## config.mk

```make
export PLATFORM = sky130hd
export DESIGN_NAME = switch_box_cfg_loader
export DESIGN_NICKNAME = d
export VERILOG_FILES = /design/src/rtl/fabric_pkg.sv /design/src/rtl/cfg_shift_reg.sv /design/src/rtl/switch_box_cfg_loader.sv
export SDC_FILE = /design/constraint.sdc
export NUM_CORES = 1
export LEC_CHECK = 0
export ABC_AREA = 1
export ABC_CLOCK_PERIOD_IN_PS = 1600
export BUFFER_PORTS_ARGS = -buffer_cell sky130_fd_sc_hd__buf_2
export CAP_MARGIN = 25
export CORE_ASPECT_RATIO = 1.75
export CORE_UTILIZATION = 40
export DETAILED_ROUTE_END_ITERATION = 10
export GPL_ROUTABILITY_DRIVEN = 0
export MAX_ROUTING_LAYER = met4
export SLEW_MARGIN = 30
export SYNTH_ARGS = -nofsm -noshare
export SYNTH_HDL_FRONTEND = slang
export SYNTH_SLANG_ARGS = --single-unit
```

## constraint.sdc

```tcl
create_clock -name clk -period 1.6 [get_ports clk]
set_input_delay 0.08 -clock clk [delete_from_list [all_inputs] [get_ports clk]]
set_output_delay 0.08 -clock clk [all_outputs]
set_load 0.01 [all_outputs]
```

## src/rtl/fabric_pkg.sv

```systemverilog
// rtl/fabric_pkg.sv - shared routing-fabric types and widths
package fabric_pkg;

    localparam int DEFAULT_CFG_WIDTH = 60;
    localparam int SB_PORT_WIDTH     = 5;

    typedef enum logic [1:0] {
        ST_IDLE,
        ST_SHIFT,
        ST_COMMIT
    } loader_state_t;

endpackage

```

## src/rtl/cfg_shift_reg.sv

```systemverilog
// rtl/cfg_shift_reg.sv - shadow shift register and running parity for one config frame
module cfg_shift_reg #(
    parameter int CFG_WIDTH = 60
) (
    input  logic                 clk,
    input  logic                 reset,
    input  logic                 clear,
    input  logic                 shift_en,
    input  logic                 acc_en,
    input  logic                 bit_in,
    output logic [CFG_WIDTH-1:0] shadow,
    output logic                 parity
);

    // New bits enter at the MSB and walk down, so beat k ends up in shadow[k].
    always_ff @(posedge clk) begin
        if (reset) begin
            shadow <= '0;
            parity <= 1'b0;
        end else begin
            if (clear) begin
                parity <= 1'b0;
            end else if (acc_en) begin
                parity <= parity ^ bit_in;
            end
            if (shift_en) begin
                shadow <= {bit_in, shadow[CFG_WIDTH-1:1]};
            end
        end
    end

endmodule

```

## src/rtl/switch_box_cfg_loader.sv

```systemverilog
// rtl/switch_box_cfg_loader.sv - framed serial loader committing a parity-checked word to inp_sram
module switch_box_cfg_loader
    import fabric_pkg::*;
#(
    parameter int CFG_WIDTH = DEFAULT_CFG_WIDTH,
    parameter int TIMEOUT   = 255
) (
    input  logic                 clk,
    input  logic                 reset,
    input  logic                 cfg_start,
    input  logic                 cfg_in,
    input  logic                 cfg_valid,
    output logic                 cfg_ready,
    output logic [CFG_WIDTH-1:0] inp_sram,
    output logic                 cfg_done,
    output logic                 cfg_err,
    output logic                 busy,
    output logic                 chain_out
);

    localparam int CNT_W = $clog2(CFG_WIDTH + 1);
    localparam logic [CNT_W-1:0] PARITY_BEAT = CNT_W'(CFG_WIDTH);
    localparam logic [7:0]       IDLE_LIMIT  = 8'(TIMEOUT - 1);

    loader_state_t        state;
    logic [CNT_W-1:0]     bit_cnt;
    logic [7:0]           idle_cnt;
    logic [CFG_WIDTH-1:0] shadow;
    logic                 parity;
    logic                 beat;
    logic                 data_beat;
    logic                 clear;

    // cfg_ready is high exactly in SHIFT; a restart pulse wins over a beat.
    assign beat      = cfg_ready && cfg_valid && !cfg_start;
    assign data_beat = beat && (bit_cnt != PARITY_BEAT);
    assign clear     = cfg_start && (state != ST_COMMIT);

    cfg_shift_reg #(
        .CFG_WIDTH (CFG_WIDTH)
    ) u_shift (
        .clk      (clk),
        .reset    (reset),
        .clear    (clear),
        .shift_en (data_beat),
        .acc_en   (beat),
        .bit_in   (cfg_in),
        .shadow   (shadow),
        .parity   (parity)
    );

    always_ff @(posedge clk) begin
        if (reset) begin
            state     <= ST_IDLE;
            bit_cnt   <= '0;
            idle_cnt  <= '0;
            inp_sram  <= '0;
            cfg_ready <= 1'b0;
            cfg_done  <= 1'b0;
            cfg_err   <= 1'b0;
            busy      <= 1'b0;
            chain_out <= 1'b0;
        end else begin
            cfg_done <= 1'b0;
            cfg_err  <= 1'b0;
            case (state)
                ST_IDLE: begin
                    if (cfg_start) begin
                        state     <= ST_SHIFT;
                        bit_cnt   <= '0;
                        idle_cnt  <= '0;
                        cfg_ready <= 1'b1;
                        busy      <= 1'b1;
                    end
                end
                ST_SHIFT: begin
                    if (cfg_start) begin
                        bit_cnt  <= '0;
                        idle_cnt <= '0;
                        cfg_err  <= 1'b1;
                    end else if (cfg_valid) begin
                        idle_cnt <= '0;
                        if (bit_cnt == PARITY_BEAT) begin
                            // Parity beat: fold it in now so the commit lands next cycle.
                            state     <= ST_COMMIT;
                            cfg_ready <= 1'b0;
                            busy      <= 1'b0;
                            if ((parity ^ cfg_in) == 1'b0) begin
                                inp_sram <= shadow;
                                cfg_done <= 1'b1;
                            end else begin
                                cfg_err <= 1'b1;
                            end
                        end else begin
                            bit_cnt   <= bit_cnt + CNT_W'(1);
                            chain_out <= shadow[CFG_WIDTH-1];
                        end
                    end else if (idle_cnt == IDLE_LIMIT) begin
                        state     <= ST_IDLE;
                        cfg_ready <= 1'b0;
                        busy      <= 1'b0;
                        cfg_err   <= 1'b1;
                    end else begin
                        idle_cnt <= idle_cnt + 8'd1;
                    end
                end
                ST_COMMIT: begin
                    state <= ST_IDLE;
                end
                default: begin
                    state <= ST_IDLE;
                end
            endcase
        end
    end

endmodule

```

Word level (Yosys, flattened, before mapping)
Index checks and enable logic that the tools add are counted.
{"block": "op_classes", "n_addsub": 2, "multipliers": 0, "div_mod_pow": 0, "order_cmp": 0, "n_eq_ne": 12, "n_shift": 0, "mux": 28, "bitwise_logic": 6, "n_reduce_logical": 16}
{"operator": "8-bit two-way mux", "count": 4}
{"operator": "6-bit two-way mux", "count": 4}
{"operator": "8-bit one-hot mux with 2 select lines", "count": 1}
{"operator": "3-bit inequality test (second input constant)", "count": 4}
{"operator": "6-bit one-hot mux with 2 select lines", "count": 1}
{"operator": "4-bit AND reduction", "count": 3}
{"operator": "1-bit two-way mux", "count": 11}
{"operator": "2-bit two-way mux", "count": 5}
{"operator": "5-bit AND reduction", "count": 2}
{"operator": "8-bit by 1-bit adder with 8-bit output (second input constant)", "count": 1}
{"operator": "8-bit == test (second input constant)", "count": 1}
{"operator": "6-bit by 1-bit adder with 6-bit output (second input constant)", "count": 1}
{"operator": "6-bit == test (second input constant)", "count": 1}
{"operator": "2-bit inequality test (second input constant)", "count": 3}
{"operator": "6-bit inequality test (second input constant)", "count": 1}
{"operator": "1-bit NOT", "count": 5}
{"operator": "5-bit OR reduction", "count": 1}
{"operator": "1-bit logical AND", "count": 4}
{"operator": "4-bit inequality test (second input constant)", "count": 1}
{"operator": "2-bit one-hot mux with 2 select lines", "count": 1}
{"operator": "2-bit OR reduction", "count": 2}
{"operator": "3-bit AND reduction", "count": 1}
{"operator": "2-bit by 1-bit == test with 1-bit output (second input constant)", "count": 1}
{"operator": "2-bit logical NOT", "count": 1}
{"operator": "other kinds (4)", "count": 4}
{"block": "word_totals", "regBits": 141, "latchBits": 0, "ramBits": 0, "rom_bits": 0, "inputBits": 5, "out_inout_bits": 65, "n_memories": 0}

Logic depth before layout (Yosys ltp)
{"block": "depth", "word_depth": 5, "depth_mapped": 10}

Cells and area by module
From an unflattened synthesis, not the netlist that was laid out.
{"block": "unflattened", "cells_unflattened": 690, "area_unflattened_um2": 5545.3}
{"module": "switch_box_cfg_loader", "instances": 1, "cells_each": 424, "area_each_um2": 3374.5, "seq_area_each_um2": 1601.5}
{"module": "cfg_shift_reg", "instances": 1, "cells_each": 266, "area_each_um2": 2170.8, "seq_area_each_um2": 1221.2}

Worst setup path after synthesis
No wires, ideal clock.
{"block": "synth_timing", "path_kind": "register to register", "from": "register bit_cnt[0]", "to": "register inp_sram[10]", "setup_time_ps": 118, "arrival_time_ps": 1409, "required_ps": 1482, "setup_slack_ps": 73, "path_stages_with_launch": 10, "path_buffers": 2, "synth_period_minus_slack_ps": 1527, "cell_sequence": "dfxtp_1 inv_1 ha_1 nand3_2 nor2_8 nand4_4 buf_6 buf_6 o21ai_1 a21oi_2"}
{"block": "synth_between", "elab_chain_len": 2}
{"item": "start, declared", "line_no": "switch_box_cfg_loader.sv:26", "rtl": "logic [CNT_W-1:0] bit_cnt;"}
{"item": "start signal, assigned", "line_no": "switch_box_cfg_loader.sv:95", "rtl": "bit_cnt <= bit_cnt + CNT_W'(1);"}
{"item": "6-bit == test", "line_no": "switch_box_cfg_loader.sv:83", "rtl": "if (bit_cnt == PARITY_BEAT) begin"}
{"item": "5-bit AND reduction (no line)"}
{"item": "end signal, assigned", "line_no": "switch_box_cfg_loader.sv:89", "rtl": "inp_sram <= shadow;"}
{"item": "end, declared", "line_no": "switch_box_cfg_loader.sv:14", "rtl": "output logic [CFG_WIDTH-1:0] inp_sram,"}
No other way between the ends.
A chain may end at the register's enable or synchronous reset.

Worst setup path after layout
{"block": "layout_timing", "from": "register bit_cnt[1]", "to": "register inp_sram[48]"}
The elaborated chain is that of the path after synthesis.

==> metrics.txt <==
clk_lat worst skew=0.41 ns; Final setup viols=0; pre-CTS setup slack=-0.0417 ns; CP required=between 1.5 and 2 ns; Synth Cell Area=about 0.0056 sq mm; largest fanout on the critical path=8; Rows=between 50 and 60; # nets final=approximately 780; core area=0.0138 sq mm; CP delay by family, top=buffers and inverters; share of cells above drive strength 1=between 30% and 40%; CTS Buf Count=17; Total Routed Length=12400 microns; DRT Pass-1 Iters=4; syn_nets=699; minimum clock period=approximately 1.6 ns; die area=0.0146 sq mm; Critical Path AT=around 1.9 ns; ranking of synthesized cells by area=dfxtp_1, nor2_1, o21ai_0; H-tree depth=4; Residual DRC=0; Crit Path Category=reg -> reg; first-pass GRT wire length=20300 microns; mux cell area share after synthesis=0%; # diodes=0; leakage=3.18 nW; largest net degree at the start of global routing=64; fillcell total=1301; GRT Util Overall=17.5%; Fin. Hold Viols=0; main combinational cell family by area after synthesis=compound AO/OA/AOI/OAI gates; clock-pin slew on the worst setup and hold paths=0.06 ns; average size of a mapped cell=8.17 sq um; fin crit share=97.5%; clk sinks=~140; io pins=70; Cell variety after synth=30; Initial DRC Count=203; CP max stage delay=between 0.3 and 0.4 ns; crit end category=flop; vias in the first global route=about 4500; Yosys reg bits=roughly 140; post-synthesis sequential area ratio=50.1%; WP buf/inv=3; crit path max-delay cell type=dfxtp_2; PwrDens=1100 mW/mm^2; CP Cell Sequence=inv_2, ha_4, nand3_4, nor2_8, nand4_4, buf_12, clkbuf_16, o21ai_2, a21oi_2; RSZ-0062 raised after global routing=true; Area growth, synth to finish=30.4%; port buffer count=69; CTS Buffer Depth=2; crit start category=flop; Slew Viols, Final=0; post-synthesis adder-cell area fraction=less than 1%; Via Count=around 4600; Synth area leader=dfxtp_1; measured slew at the worst slew-check pin=around 0.35 ns; status=finished clean; Slew HR=about 76%; fmax=0.641 GHz; Final WS setup=between 0.03 and 0.04 ns; initial cell density of the core=40.7%; HP Class=in -> reg; antenna violations before repair=0; CTS tree=built; Root Driver=clkbuf_16; die height=159 microns; Via density=~4.8; Clock Skews=0.00829 ns; DR WL/cell=~13 microns; Synth Area in Compound Gates=between 20% and 30%; max-cap violations=0; ANT nets after route=0; Syn Inst Count=690; worst vdd ir=610 uV; global route overflow=0; Yosys top cell area share=50.1%; Synth Area in Simple Gates=16.1%; Pwr Total=0.00807 W; die width=91.7 microns; Ys Warns=0; DP HPWL=about 7400 microns; XOR/XNOR Fraction of Synth Area=0.444%
[worst min-delay path: stages]
cell	delay [ns]
buf_2	0.16
nand3_1	0.10
nor3_1	0.04
[worst paths after layout]
path | from | end | slack, ns | cells past startpoint
worst max register to register | bit_cnt[1]$_SDFFE_PP0P_ | inp_sram[48]$_SDFFE_PP0P_ | 0.04 | 9
worst min-delay path | cfg_valid | cfg_done$_SDFF_PP0_ | 0.02 | 3
worst min register to register | inp_sram[46]$_SDFFE_PP0P_ | inp_sram[46]$_SDFFE_PP0P_ | 0.44 | 2
worst max-delay path | bit_cnt[1]$_SDFFE_PP0P_ | inp_sram[48]$_SDFFE_PP0P_ | 0.04 | 9
[routing by layer]
metal | global-route usage [%] | vias to the layer above | part of all wire, %
li1 | - | 2376 | -
met1 | 19.2 | 2155 | 44
met2 | 29.5 | 98 | 51
met3 | 4.06 | 16 | 3.5
met4 | 9.02 | 0 | 1.8
met5 | - | - | 0
[kinds of logic after synthesis]
kind of cell,after synthesis
xor gates and xnor gates,2
buffers and inverters,132
DFF,141
AOI/OAI and AO/OA,203
adders and majority gates,4
and+or+nand+nor,208
[synth_stat cells]
master,n
a21oi_2,30
xor2_1,1
buf_4,1
o21ai_2,23
nor2_8,1
nand3_2,2
inv_2,5
dfxtp_1,141
nand4_1,3
ha_1,4
nor3_1,4
nand2_1,29
o211ai_1,1
nand2_4,1
a211oi_1,2
buf_2,17
o21ai_1,29
nor2_4,4
clkbuf_1,13
nor2_2,1
xnor2_2,1
inv_1,85
nand3_1,21
a21oi_1,44
o21ai_0,73
o2111ai_1,1
nand4_4,1
nor2_1,140
buf_6,11
nand2_2,1
[state kept, by name (all words and copies together) (netlist names)]
register / count
bit_cnt: 6
inp_sram: 60
cfg_done: 1
u_shift.shadow: 60
chain_out: 1
idle_cnt: 8
state: 2
cfg_err: 1
u_shift.parity: 1
busy: 1
[final cells by class]
cell class | instances | area [sq um] | area share [%]
multi-input combinational | 417 | 2490 | 33.9
sequential | 141 | 2820 | 38.4
inverter | 90 | 342 | 4.65
clock buffer | 19 | 443 | 6.03
timing repair buffer | 103 | 858 | 11.7
clock inverter | 13 | 164 | 2.23
tap | 177 | 221 | 3.01
[per-stage QoR]
stage	TNS, ns	std cells	cell area [sq um]	util (%)	hold WS (ns)
6_report	0	960	7350	53.1	0.0242
5_1_grt	-1.47	960	7350	53.1	0.0179
4_1_cts	-0.000871	954	6960	50.3	0.0116
3_5_place_dp	-0.0565	913	6180	44.7	0.370
3_3_place_gp	0	913	6180	44.7	0.358
2_1_floorplan	0	690	5640	-	0.215
[repair_timing]
action | CTS | global route
endpoints found under the hold margin | 8 | 0
buffers inserted | 3 | 3
gates cloned | 3 | 4
setup endpoints to repair | 6 | 129
resized for setup | 4 | 89
pin swaps | 1 | 4
hold buffers | 3 | 0
[power breakdown]
| part | switching [W] | internal [W] | total, W |
|---|---|---|---|
| clock network | 0.00149 | 0.00250 | 0.00399 |
| logic | 0.000264 | 0.000165 | 0.000429 |
| registers | 0.0000704 | 0.00358 | 0.00366 |
[placed cells by master (no fill, tap or decap), drive strengths merged]
cell type and n:
ha 4, nand2 31, o2111ai 1, clkinvlp 2, o21ai 125, nand4 4
dfxtp 141, o211ai 1, nor3 4, bufinv 3, dlygate4sd3 3, a21oi 74
clkbuf 23, a211oi 2, nor2 146, xnor2 1, clkinv 7, nand3 23
inv 91, buf 96, xor2 1
No activity file was read; power rests on OpenSTA's default activity.
